### config.mk
export PLATFORM = sky130hd
export DESIGN_NAME = serial_sub_unadder
export DESIGN_NICKNAME = d
export VERILOG_FILES = /design/src/rtl/unadder_pkg.sv /design/src/rtl/fs_bit.sv /design/src/rtl/serial_sub_unadder.sv
export SDC_FILE = /design/constraint.sdc
export NUM_CORES = 1
export LEC_CHECK = 0
export CAP_MARGIN = 20
export CORE_MARGIN = 4
export CORE_UTILIZATION = 47
export CTS_CLUSTER_SIZE = 30
export DETAILED_ROUTE_END_ITERATION = 10
export DONT_BUFFER_PORTS = 1
export GPL_ROUTABILITY_DRIVEN = 0
export GPL_TIMING_DRIVEN = 0
export SLEW_MARGIN = 20
export SYNTH_ARGS = -nofsm -noshare
export SYNTH_HDL_FRONTEND = slang
export SYNTH_SLANG_ARGS = --single-unit
### constraint.sdc
create_clock -name clk -period 1.88 [get_ports clk]
set_clock_uncertainty 0.2 [all_clocks]
set_input_delay 0 -clock clk [delete_from_list [all_inputs] [get_ports clk]]
set_output_delay 0 -clock clk [all_outputs]
set_load 0.02 [all_outputs]
### src/rtl/unadder_pkg.sv
// Shared definitions for the bit-serial un-adder: FSM encoding and default widths.
package unadder_pkg;

    localparam int AW_DEF = 8;   // recovered addend / known addend width
    localparam int RW_DEF = 16;  // sum width, must be >= AW+1
    localparam int CW_DEF = 4;   // bit counter width, 2^CW >= RW

    // 2'b11 is unreachable and is treated as IDLE by the top-level FSM.
    typedef enum logic [1:0] {
        IDLE  = 2'b00,
        SHIFT = 2'b01,
        DONE  = 2'b10
    } state_t;

endpackage

### src/rtl/fs_bit.sv
// One-bit full subtractor: d = r - b - bin, bout = borrow into the next bit.
module fs_bit (
    input  logic r,
    input  logic b,
    input  logic bin,
    output logic d,
    output logic bout
);

    // Difference and borrow-out of a single bit position.
    always_comb begin
        d    = r ^ b ^ bin;
        bout = (~r & b) | (~r & bin) | (b & bin);
    end

endmodule

### src/rtl/serial_sub_unadder.sv
// Bit-serial inverse adder: recovers A = res - B one bit per clock, LSB first,
// and flags whether the result is a legal AW-bit addend.
module serial_sub_unadder
    import unadder_pkg::*;
#(
    parameter int AW = AW_DEF,
    parameter int RW = RW_DEF,
    parameter int CW = CW_DEF
) (
    input  logic          clk,
    input  logic          rst_n,
    input  logic          start,
    input  logic [RW-1:0] res,
    input  logic [AW-1:0] B,
    output logic [AW-1:0] A,
    output logic          valid,
    output logic          busy,
    output logic          done
);

    state_t        state;
    state_t        state_nxt;
    logic [RW-1:0] r_sh;      // remaining bits of res, LSB consumed first
    logic [RW-1:0] b_sh;      // remaining bits of zero-extended B
    logic [RW-1:0] d_sh;      // difference bits, shifted in at the MSB
    logic          br;        // running borrow between bit positions
    logic [CW-1:0] cnt;
    logic          d_bit;
    logic          br_nxt;
    logic [RW-1:0] d_nxt;
    logic          load;
    logic          shift_en;
    logic          last;

    fs_bit u_fs_bit (
        .r    (r_sh[0]),
        .b    (b_sh[0]),
        .bin  (br),
        .d    (d_bit),
        .bout (br_nxt)
    );

    assign d_nxt = {d_bit, d_sh[RW-1:1]};
    assign last  = (cnt == CW'(RW - 1));

    // State register.
    // NOTE: sequential state uses non-blocking (<=) so every flop samples pre-edge values.
    always_ff @(posedge clk or negedge rst_n) begin
        if (!rst_n) state <= IDLE;
        else        state <= state_nxt;
    end

    // Next-state and handshake decode; the unused encoding behaves like IDLE.
    // NOTE: every output gets a default first so no path leaves a latch behind.
    always_comb begin
        state_nxt = IDLE;
        load      = 1'b0;
        shift_en  = 1'b0;
        busy      = 1'b0;
        done      = 1'b0;
        case (state)
            SHIFT: begin
                busy      = 1'b1;
                shift_en  = 1'b1;
                state_nxt = last ? DONE : SHIFT;
            end
            DONE: begin
                busy      = 1'b1;
                done      = 1'b1;
                state_nxt = IDLE;
            end
            default: begin
                if (start) begin
                    load      = 1'b1;
                    state_nxt = SHIFT;
                end
            end
        endcase
    end

    // Serial datapath: capture on accept, one subtract step per SHIFT cycle,
    // and register A/valid from the final step's results on the last edge.
    // NOTE: all datapath registers, shift registers included, are reset so an abort leaves no stale state.
    always_ff @(posedge clk or negedge rst_n) begin
        if (!rst_n) begin
            r_sh  <= '0;
            b_sh  <= '0;
            d_sh  <= '0;
            br    <= 1'b0;
            cnt   <= '0;
            A     <= '0;
            valid <= 1'b0;
        end else if (load) begin
            r_sh <= res;
            b_sh <= {{(RW-AW){1'b0}}, B};
            d_sh <= '0;
            br   <= 1'b0;
            cnt  <= '0;
        end else if (shift_en) begin
            r_sh <= r_sh >> 1;
            b_sh <= b_sh >> 1;
            d_sh <= d_nxt;
            br   <= br_nxt;
            cnt  <= cnt + CW'(1);
            if (last) begin
                A     <= d_nxt[AW-1:0];
                valid <= ~br_nxt & (d_nxt[RW-1:AW] == '0);
            end
        end
    end

endmodule
==> results.txt, run 1 <==
- The run finished with clean final reports.
- Final Worst Setup Slack: 0.05550 ns
- In this run the deepest clock path goes through 2 buffers.
- Along the worst path, the maximum fanout reaches 9.
- First-pass DRT Iterations: 4
- Mean routed wirelength per cell: 14.62 microns
* Fraction of the yosys area taken by sequential cells: 0.5612
* Ratio of cells with drive above 1 in the final layout: 0.1429
* Number of vias in the routed layout: 1,584
* Overall track demand over capacity in global routing: 0.1574
* Number of standard-cell rows in the floorplan: 26
- Clock latency on the worst-skew pair, taken at its later pin, is about 0.3 ns.
- Leakage power total: approximately 1.4 nW
- The worst-case IR drop observed on VDD is between 400 and 500 uV.
* Via density per instance: 5.029
- Port bufs: 0
- STA classifies the critical path endpoint as a flop.
- After detailed placement, the total cell area comes to ~2500 sq um.
* Initial standard-cell utilization of the core: 0.4832
- Total core area: around 5000 sq um
- Wire length of the first global-routing pass: just under 8000 microns
- Number of pins exceeding their max-slew limit in the final report: 0
- Number of antenna cells inserted: 0
* Maximum number of pins on one net before global-route repair: 56
- The final layout contains approximately 280 nets.
* Ys async rst share: 1.000
- Detail Placement HPWL: approximately 3000 microns
- Class of the tightest hold or removal check: input pin to async pin
- After layout, the minimum clock period comes to between 1.5 and 2 ns.
* WP data arrival: about 1.8 ns
- Yosys warns: 0
- Summing all non-filler instances in the final layout gives an area of between 2000 and 3000 sq um.
- The slowest stage of the critical path is the sky130_fd_sc_hd__dfrtp_1 cell.
* Number of CTS-inserted buffers: 5
- From synthesis to final layout, the design area changed by 21.07%.
* Width of the die: 80.24 microns
- Die footprint: between 6000 and 7000 sq um
- Setup repair after global routing missed its margin: true
- Path type of the worst setup path: flop to flop
* Top cell type's share of synthesized area: 0.5612
- Summed over all instances, the cell type with the most area after synthesis is sky130_fd_sc_hd__dfrtp_1.
- Remaining Overflow, GRT: 0
* Dominant synthesized flop cell: sky130_fd_sc_hd__dfrtp_1
* Routed wire length: 4604 microns
* Detailed-route DRC error count: 0
* Post-synth EDFFs: 0
- Timing analysis after detailed placement gives a worst setup slack of ~0.018 ns.
- Synthesized instance count: between 200 and 250
- Power spread over the standard cell area amounts to 1332 nW/um^2.
- The critical path goes through inv_2 > ha_4 > and2_1 > buf_6 > nor2_8 > mux2_2.
- Maximum level of the CTS H-tree: 2
- First-iteration detailed-routing DRC count: between 40 and 50
* Critical Path Start Type: flop
- TritonCTS built the clock tree.
* Number of antenna violations at the first check in global routing: 0
- When the netlist entered floorplanning its net count stood at between 200 and 250.
- For this design the top-level I/O count stands at 38.
* Setup Viol. Count Final: 0
- Overall power consumption after layout is estimated at between 3 and 4 mW.
* DIE HEIGHT: around 80 microns
- At the end of the flow the core is filled with cells to 0.5851.
* Most area-consuming cells after synthesis: sky130_fd_sc_hd__dfrtp_1 56%, sky130_fd_sc_hd__mux2i_1 16%, sky130_fd_sc_hd__o21ai_0 5.1%
- Most frequently used cell type in the post-synthesis netlist: sky130_fd_sc_hd__dfrtp_1
- Transition time at the pin with the least slew margin: roughly 0.35 ns
* Summed instance area of the synthesized netlist: around 2500 sq um
- Flip-flop and latch count after synthesis: 55
- Max-cap viol count: 0
* Leading cell types by count after synthesis: 55 x sky130_fd_sc_hd__dfrtp_1, 38 x sky130_fd_sc_hd__mux2i_1, 25 x sky130_fd_sc_hd__nand2_1, 25 x sky130_fd_sc_hd__o21ai_0, 21 x sky130_fd_sc_hd__nor2_1
- Avg Cell Area, Syn: about 12 sq um
* Clk pin slew, worst setup/hold paths: about 0.09 ns
- Number of global-route vias before repair: ~1,700
- Data required time of the critical path: 1.87 ns
- Hold Fails Final Rpt: 0
* Clock root buffer: sky130_fd_sc_hd__clkbuf_8
* Number of library cell types mapped by synthesis: 28
- Number of sinks on the clock net: 55
* FMAX: between 500 and 600 MHz
- Worst path max stage delay: ~0.40 ns
* Relative max-transition margin: 0.7661
- Ratio of final minimum period to clock period: 0.9705
- The count of nets left with antenna violations once routing finished came out at 0.
-- routing by layer --
| metal | global-route usage | vias up | part of all wire |
|---|---|---|---|
| met4 | 0.04054 | 0 | 0.011 |
| met3 | 0.04036 | 6 | 0.039 |
| met2 | 0.2707 | 36 | 0.50 |
| met5 | 0 | - | 0 |
| met1 | 0.1966 | 765 | 0.45 |
| li1 | - | 777 | - |
-- final timing paths --
kind / slack [ns] / depth (start not counted) / startpoint / to
worst max-delay path: 0.06 / 6 / state[0] / A[7]
worst min-delay path: 0.02 / 2 / rst_n / state[0]
worst max register to register: 0.06 / 6 / state[0] / A[7]
worst min register to register: 0.31 / 1 / d_sh[1] / A[0]
max in group asynchronous: 1.23 / 2 / rst_n / d_sh[12]
min in group clk: 0.16 / 3 / B[3] / b_sh[3]
-- cells by family (layout without fill, tap and decap cells) --
group,Yosys count,in the layout,share of synthesized area
buffers and inverters,17,53,0.04438
and+or+nand+nor,56,56,0.1077
xor gates and xnor gates,3,3,0.01072
DFF,55,55,0.5612
muxes,46,46,0.1918
adders and majority gates,4,4,0.02347
AOI/OAI and AO/OA,28,28,0.06072
-- worst max-delay path, delay by kind of cell, from the launching register on --
family	cells	cell delay, ns
muxes	1	0.35
and+or+nand+nor	2	0.34
adders and majority gates	1	0.20
DFF	1	0.40
buffers and inverters	2	0.22
-- cells in the final DEF (no fill, tap or decap), types with 2 or more instances in the layout --
| master | netlist | final |
|---|---|---|
| sky130_fd_sc_hd__dfrtp_1 | 55 | 55 |
| sky130_fd_sc_hd__mux2i_1 | 38 | 38 |
| sky130_fd_sc_hd__dlygate4sd3_1 | 0 | 26 |
| sky130_fd_sc_hd__nand2_1 | 25 | 25 |
| sky130_fd_sc_hd__o21ai_0 | 25 | 25 |
| sky130_fd_sc_hd__nor2_1 | 21 | 21 |
| sky130_fd_sc_hd__mux2_2 | 7 | 7 |
| sky130_fd_sc_hd__buf_2 | 6 | 6 |
| sky130_fd_sc_hd__clkbuf_8 | 0 | 6 |
| sky130_fd_sc_hd__buf_6 | 4 | 4 |
| sky130_fd_sc_hd__inv_1 | 4 | 3 |
| sky130_fd_sc_hd__buf_4 | 2 | 3 |
| sky130_fd_sc_hd__xor2_1 | 2 | 2 |
| sky130_fd_sc_hd__nand2b_1 | 2 | 2 |
| sky130_fd_sc_hd__ha_1 | 3 | 2 |
-- sequential cells by signal, indices dropped and copies added, names as in the netlist --
register,flops
r_sh,16
br,1
b_sh,8
state,2
A,8
cnt,4
d_sh,15
valid,1
-- area by class of cell --
| class | instances | area (sq um) |
|---|---|---|
| Fill cell | 431 | 2106 |
| Clock inverter | 2 | 35.03 |
| Timing Repair Buffer | 28 | 295.3 |
| Inverter | 4 | 15.01 |
| Clock buffer | 6 | 82.58 |
| Sequential cell | 55 | 1376 |
| Tap cell | 70 | 87.58 |
| Multi-Input combinational cell | 137 | 983.4 |
| Buffer | 13 | 93.84 |
-- metrics by stage --
| stage | hold WS, ns | cells | setup TNS [ns] |
|---|---|---|---|
| 2_1_floorplan | -0.4956 | 209 | 0 |
| 3_3_place_gp | -0.4941 | 279 | 0 |
| 3_5_place_dp | -0.4942 | 279 | 0 |
| 4_1_cts | 0.02442 | 314 | 0 |
| 5_1_grt | 0.02088 | 315 | -0.1940 |
| 6_report | 0.01706 | 315 | 0 |
-- power breakdown --
part | leakage (nW) | switching [mW] | internal, mW | total (mW)
logic | 0.637 | 0.739 | 0.686 | 1.42
registers | 0.717 | 0.219 | 1.52 | 1.74
clock network | 0.0612 | 0.358 | 0.431 | 0.789
total | 1.42 | 1.32 | 2.64 | 3.95
-- timing repair --
| item | 4_1_cts | 5_1_grt |
|---|---|---|
| hold buffers | 27 | 0 |
| gates resized for setup | 0 | 3 |
| buffers inserted | 0 | 1 |
| hold endpoints to repair | 80 | 0 |
| endpoints found under the setup margin | 0 | 20 |
(Power assumes the default switching activity.)
==> run 2: changes to the inputs <==
BUFFER_PORTS_ARGS = -buffer_cell sky130_fd_sc_hd__buf_2   (was default)
CORE_MARGIN = 3   (was 4)
DONT_BUFFER_PORTS = default   (was 1)
PLACE_DENSITY = 0.71   (was default)
==> run 2 against run 1 <==
Fmax is essentially flat. Clock-buffer cell count grew 1. Hold slack gained 0.0029 ns. Power shrank 1.6%. Global-route usage grew 1.3 points. Flip-flop and latch count is the same. Non-clock buffer count grew 35. Final cell count grew 10%. First-iteration DRC count grew to 2.8 times the previous value. Utilization grew 5.1 points. Sequential power is essentially flat. Via count grew 8.7%.
==> results.txt, run 2 (synthesis gave the netlist of run 1 again) <==
* Final Net Count: 310 (+13%)
- In the final layout, the registers with the most flip-flops are r_sh x16, d_sh x15.
- Class of the tightest hold or removal check: input pin to flop
- Power density cells: 1254 nW/um^2 (-5.8%)
- Leaving out fill and tap cells, the most frequent cell in the layout is sky130_fd_sc_hd__dfrtp_1.
- Register with the highest flop count: r_sh
* Final cell count without fillers: 347 (+10%)
* Run status: finished clean
- The number of flip-flops under the largest register name was 16 (unchanged).
* Width of the die: 78.24 microns (-2.5%)
- Design Area, Final: 3103 sq um (+4.5%)
- The initial cell density of the core came to 0.5026 (+0.01933).
- The core outline area was 4880 sq um (-3.8%).
- The worst setup path is captured at a flop.
* Detailed-route DRC error count: 0 (unchanged)
- The count of maximum capacitance violations is 0 (unchanged).
- The number of rows created at floorplan was 25 (-3.8%).
* Setup Viol. Count Final: 0 (unchanged)
- Critical register-to-register path startpoint: state[0]
* Number of vias in the routed layout: 1,722 (+8.7%)
- Critical Path Start Type: flop
- Ratio of final minimum period to clock period: 0.9712 (about the same)
* Post-route minimum period: 1.826 ns (+0.001281 ns)
* Setup repair after global routing missed its margin: true
- Maximum number of pins on one net before global-route repair: 56 (unchanged)
* Fillcell total: 420 (-2.6%)
- Overall track demand over capacity in global routing: 0.1707 (+0.01334)
- The number of pins exceeding their max-slew limit in the final report was 0 (unchanged).
- The maximum level of the CTS H-tree came to 2 (unchanged).
* Mean routed wirelength per cell: 13.36 microns (-8.6%)
- The area of the die was 6121 sq um (-4.9%).
* Number of buffers on the longest clock path: 2 (unchanged)
* Via density per instance: 4.963 (-1.3%)
* Commonest non-fill, non-tap cells in the layout: 55 x sky130_fd_sc_hd__dfrtp_1, 42 x sky130_fd_sc_hd__buf_2, 38 x sky130_fd_sc_hd__mux2i_1
- Ratio of cells with drive above 1 in the final layout: 0.2536 (+0.1107)
* Number of antenna cells inserted: 0 (unchanged)
* Count of cells along the worst register-to-register path: 6 (unchanged)
- Wire length of the first global-routing pass: 8259 microns (+4.7%)
- The final number of hold-violating endpoints is 0 (unchanged).
- For hold timing, the worst endpoint is valid.
- Number of global-route vias before repair: 1,748 (+1.2%)
* First-iteration detailed-routing DRC count: 116 (+180%)
- DIE HEIGHT: 78.24 microns (-2.5%)
- Instance area at placement: 2724 sq um (+7.2%)
- Relative to the synthesized area, the layout overhead comes to 26.53%.
- The startpoint identified for the worst hold timing path is start.
- WP data arrival: 1.82 ns (about the same)
* Detail Placement HPWL: 2915 microns (-3.1%)
- Number of CTS-inserted buffers: 5 (unchanged)
- The maximum fanout along the worst path came to 9 (unchanged).
* Worst reg-to-reg setup slack: 0.05 ns (about the same)
* Cell count of the worst hold path: 5
- FF/Latch Area: 1376 sq um (unchanged)
* FMAX: 547.7 MHz (about the same)
* Total instance count after detailed placement: 313 (+12%)
- First-pass DRT Iterations: 4 (unchanged)
* Clock root buffer: sky130_fd_sc_hd__clkbuf_8
* CTS tree: done
* Number of sinks on the clock net: 55 (unchanged)
* Area of the multi-input gates: 983.4 sq um (unchanged)
- Routed wire length: 4637 microns (+0.72%)
* Leakage power total: 1.552 nW (+9.7%)
- Transition time at the pin with the least slew margin: 0.6670 ns (+0.3193 ns)
- Clk pin slew, worst setup/hold paths: 0.10 ns (about the same)
- The critical path required time was 1.88 ns (about the same).
- Skew-Pair Late Insertion Delay: 0.31 ns (about the same)
- Path type of the worst setup path: flop to flop
- Reg2Reg Capture Point: A[7]
- Remaining Overflow, GRT: 0 (unchanged)
- The largest voltage drop on the vdd net was 566.1 uV (+26%).
- The max-slew headroom at the worst pin was 0.5553 (-0.2108).
- Number of antenna violations at the first check in global routing: 0 (unchanged)
- The number of nets still failing antenna checks after routing was 0 (unchanged).
- The quantity of I/O buffers inserted on ports came to 37 (+37).
- The number of top-level pins was 38 (unchanged).
run 2: per-stage QoR:
stage,hold WS [ns],setup TNS [ns],power (mW),setup WS [ns],utilization
floorplan,-0.4956,0,2.810,0.1358,-
detailed placement,-0.1096,0,3.139,0.02564,0.5582
finish,0.02001,0,3.892,0.05421,0.6359
global route,0.08627,-0.1567,4.192,-0.02510,0.6359
global placement,0.002683,0,3.091,0.04435,0.5577
CTS,0.02091,0,3.893,0.01064,0.6308
run 2: routing by layer:
layer,global-route usage,up-vias,part of all wire
met3,0.03670,8,0.029
met1,0.2436,841,0.47
met5,0,-,0
met4,0.05769,0,0.021
li1,-,849,-
met2,0.2594,24,0.48
run 2: final cells by class:
| class | count | area share |
|---|---|---|
| Buffer | 13 | 0.03065 |
| Clock buffer | 7 | 0.03105 |
| Clock inverter | 1 | 0.002419 |
| Inverter | 4 | 0.004839 |
| Multi-Input combinational cell | 137 | 0.3169 |
| Sequential cell | 55 | 0.4435 |
| Tap cell | 67 | 0.02702 |
| Timing Repair Buffer | 63 | 0.1435 |
run 2: power breakdown:
| part | internal, mW | leakage, nW | total, mW | switching (mW) |
|---|---|---|---|---|
| clock | 0.336 | 0.0505 | 0.716 | 0.380 |
| sequential | 1.52 | 0.717 | 1.73 | 0.207 |
| combinational | 0.703 | 0.784 | 1.45 | 0.746 |
run 2: what timing repair did:
| item | CTS | global route |
|---|---|---|
| resized for setup | 0 | 5 |
| endpoints found under the setup margin | 0 | 19 |
| hold endpoints to repair | 79 | 0 |
| setup buffers | 0 | 1 |
| hold buffers | 25 | 0 |
run 2: worst max-delay path, cell delays in order (launching register included):
cell and delay, ns:
sky130_fd_sc_hd__dfrtp_1 0.40, sky130_fd_sc_hd__inv_2 0.07, sky130_fd_sc_hd__ha_4 0.20, sky130_fd_sc_hd__and2_1 0.16, sky130_fd_sc_hd__buf_6 0.14, sky130_fd_sc_hd__nor2_8 0.18
sky130_fd_sc_hd__mux2_2 0.35
run 2: worst max path at each step:
stage | from | end | cells after the start
after global placement | state[0] | A[5] | 6
final | state[0] | A[7] | 6
after CTS | state[0] | A[2] | 6
after floorplan | state[0] | A[0] | 6
after detailed placement | state[0] | A[2] | 6
after global routing | state[0] | A[7] | 6
==> run 3: changes to the inputs <==
CORE_UTILIZATION = 50   (was 47)
PLACE_DENSITY = 0.74   (was 0.71)
==> run 3 against run 2 <==
Highest routed layer unchanged. Clock-buffer cell count did not move. Sequential share of layout area rose by 0.090 points. Flip-flop and latch count did not move. Sequential power barely moved. Worst setup slack got worse by 0.0074 ns. Utilization rose by 4.7 points. Power fell by 0.70%.
==> results.txt, run 3 (synthesis gave the netlist of run 1 again) <==
- Number of standard-cell rows in the floorplan: 24 (-4.0%)
- The quantity of I/O buffers inserted on ports was 37 (unchanged).
- The final number of hold-violating endpoints is 0 (unchanged).
- Number of buffers on the longest clock path: 2 (unchanged)
- Worst reg-to-reg setup slack: 0.05 ns (about the same)
- The final net count came to 310 (unchanged).
* Cell count of the worst hold path: 5 (unchanged)
- WP data arrival: 1.82 ns (about the same)
- Leakage power total: 1.551 nW (about the same)
- Number of antenna cells inserted: 0 (unchanged)
- The maximum level of the CTS H-tree is 2 (unchanged).
- Psw: 1.306 mW (-2.0%)
- The proportion of layout cells with a drive suffix above 1 was 0.2536 (unchanged).
- Path type of the worst setup path: flop to flop
- The number of fill cells in the layout came to 360 (-14%).
* Number of global-route vias before repair: 1,753 (+0.29%)
- Commonest non-fill, non-tap cells in the layout: 55 x sky130_fd_sc_hd__dfrtp_1, 42 x sky130_fd_sc_hd__buf_2, 38 x sky130_fd_sc_hd__mux2i_1
- CTS placed an instance of sky130_fd_sc_hd__clkbuf_8 at the clock tree root.
- The number of buffer and inverter instances along the worst setup path came to 2 (unchanged).
* Reg2Reg Capture Point: A[0]
- First-pass DRT Iterations: 4 (unchanged)
- The cell area after placement was 2721 sq um (about the same).
- Hold Path End: valid
- The number of pins exceeding their max-slew limit in the final report came to 0 (unchanged).
- The max-slew headroom at the worst pin came to 0.5567 (+0.001388).
- TritonCTS built the clock tree.
- Final Worst Setup Slack: 0.04682 ns (-0.007393 ns)
- The first-pass GRT wire length came to 7990 microns (-3.3%).
- Initial standard-cell utilization of the core: 0.5408 (+0.03827)
- Overall track demand over capacity in global routing: 0.1702 (-0.0005432)
- Maximum number of pins on one net before global-route repair: 56 (unchanged)
- The number of top-level pins came to 38 (unchanged).
- The final sum of negative setup slack came to 0 ns (unchanged).
- The signal on the critical path passes through inv_2 > ha_4 > and2_1 > buf_6 > nor2_8 > mux2_2.
* Number of CTS-inserted buffers: 5 (unchanged)
* Critical register-to-register path startpoint: state[0]
* Worst Path Max Fanout: 9 (unchanged)
- The initial antenna violation count came to 0 (unchanged).
* Number of routed nets with antenna violations: 0 (unchanged)
- Max-cap viol count: 0 (unchanged)
* Most common cell after layout, fill and taps aside: sky130_fd_sc_hd__dfrtp_1
* Switching power as a share of total power: 0.3380 (-0.004541)
- Register with the highest flop count: r_sh
- Routed wire length: 4498 microns (-3.0%)
- Registers with the most flip-flops: r_sh x16, d_sh x15
- Die footprint: 5781 sq um (-5.5%)
- Critical Path Start Type: flop
- Power density cells: 1248 nW/um^2 (-0.50%)
- Comb power frac: 0.372 (about the same)
* DIE HEIGHT: 76.04 microns (-2.8%)
- The internal power of the cells came to 2.559 mW (about the same).
* Via density per instance: 4.965 (about the same)
* Post-route total power: 3.865 mW (-0.70%)
- The estimated wirelength of the detail-placed design came to 2857 microns (-2.0%).
- From synthesis to final layout, the design area changed by 26.28%.
- Width of the die: 76.04 microns (-2.8%)
- Share of power burned in registers: 0.447 (+0.003)
- Worst path max stage delay: 0.40 ns (about the same)
- The number of flip-flops under the largest register name is 16 (unchanged).
- Data required time of the critical path: 1.87 ns (about the same)
- Number of vias in the routed layout: 1,713 (-0.52%)
- The total non-filler cell area in the finished layout came to 3097 sq um (-0.20%).
- The depth of the worst register-to-register path came to 6 (unchanged).
- Category of cells accounting for the largest share of critical-path delay: flip-flops
* Mean routed wirelength per cell: 13.04 microns (-2.4%)
- Detailed-route DRC error count: 0 (unchanged)
- Placement-stage worst setup slack: 0.02458 ns (-0.001059 ns)
- Transition time at the pin with the least slew margin: 0.6649 ns (-0.002082 ns)
- Skew-Pair Late Insertion Delay: 0.30 ns (about the same)
- First-iteration detailed-routing DRC count: 73 (-37%)
- The largest voltage drop on the vdd net is 687.9 uV (+22%).
- Critical path capture point type: flop
* Ratio of final minimum period to clock period: 0.9751 (+0.003932)
- Setup repair after global routing missed its margin: true
- CP max stage cell: sky130_fd_sc_hd__dfrtp_1
* Hold path startpoint: start
- Clk pin slew, worst setup/hold paths: 0.09 ns (about the same)
- The maximum achievable frequency came to 545.5 MHz (-0.40%).
- The core outline area is 4534 sq um (-7.1%).
- The run finished with clean final reports.
- The shortest period the worst path allows came to 1.833 ns (+0.007393 ns).
* Remaining Overflow, GRT: 0 (unchanged)
- The relative contribution of the clock network to total power came to 0.181 (-0.003).
* Number of sinks on the clock net: 55 (unchanged)
- Setup Viol. Count Final: 0 (unchanged)
* Class of the tightest hold or removal check: input pin to flop
run 3: cell types whose count changed in the layout (fill, tap and decap cells not counted):
cell                     previous run  this run
sky130_fd_sc_hd__mux2_2             6         7
sky130_fd_sc_hd__mux2_4             1         0
run 3: power by group through the flow:
stage	Clock, mW	Combinational, mW	Sequential [mW]
after floorplan	0	1.11	1.70
final	0.700	1.44	1.73
after detailed placement	0	1.38	1.75
after global routing	0.774	1.62	1.77
after CTS	0.714	1.43	1.73
after global placement	0	1.35	1.74
run 3: worst max-delay path by stage:
| stage | start | cells after the start | endpoint |
|---|---|---|---|
| after floorplan | state[0] | 6 | A[0] |
| after global placement | state[0] | 6 | A[5] |
| after detailed placement | state[0] | 6 | A[0] |
| after CTS | state[0] | 6 | A[0] |
| after global routing | state[0] | 6 | A[5] |
| final | state[0] | 6 | A[0] |
run 3: tightest hold or removal path, delay by kind of cell:
kind	cells	cell delay, ns
buffers and inverters	2	0.23
and+or+nand+nor	1	0.13
AOI/OAI and AO/OA	2	0.14
run 3: what timing repair did:
| action | in CTS | in global routing |
|---|---|---|
| endpoints found under the setup margin | 0 | 19 |
| resized for setup | 0 | 4 |
| hold endpoints to repair | 79 | 0 |
| setup buffers | 0 | 1 |
| hold buffers | 25 | 0 |
run 3: layout make-up:
cell class                 instances  area, sq um  area share
timing repair buffer              63        445.4      0.1438
clock buffer                       7        96.34     0.03111
multi-input combinational        137        979.7      0.3164
buffer                            13        95.09     0.03071
sequential                        55         1376      0.4444
inverter                           4        15.01    0.004848
tap                               65        81.33     0.02626
clock inverter                     1        7.507    0.002424
run 3: stage by stage:
step                        util  hold WS [ns]  cells
after global routing      0.6829       0.08732    345
after global placement    0.5996      0.001145    311
after detailed placement  0.6002       -0.1180    311
final                     0.6829       0.02997    345
after floorplan                -       -0.4956    209
after CTS                 0.6783       0.03030    344
run 3: metal layers:
| layer | wire length, microns | up-vias | track usage |
|---|---|---|---|
| li1 | - | 852 | - |
| met1 | 2096 | 828 | 0.2324 |
| met2 | 2172 | 23 | 0.2704 |
| met3 | 145 | 10 | 0.03664 |
| met4 | 85 | 0 | 0.05978 |
| met5 | 0 | - | 0 |
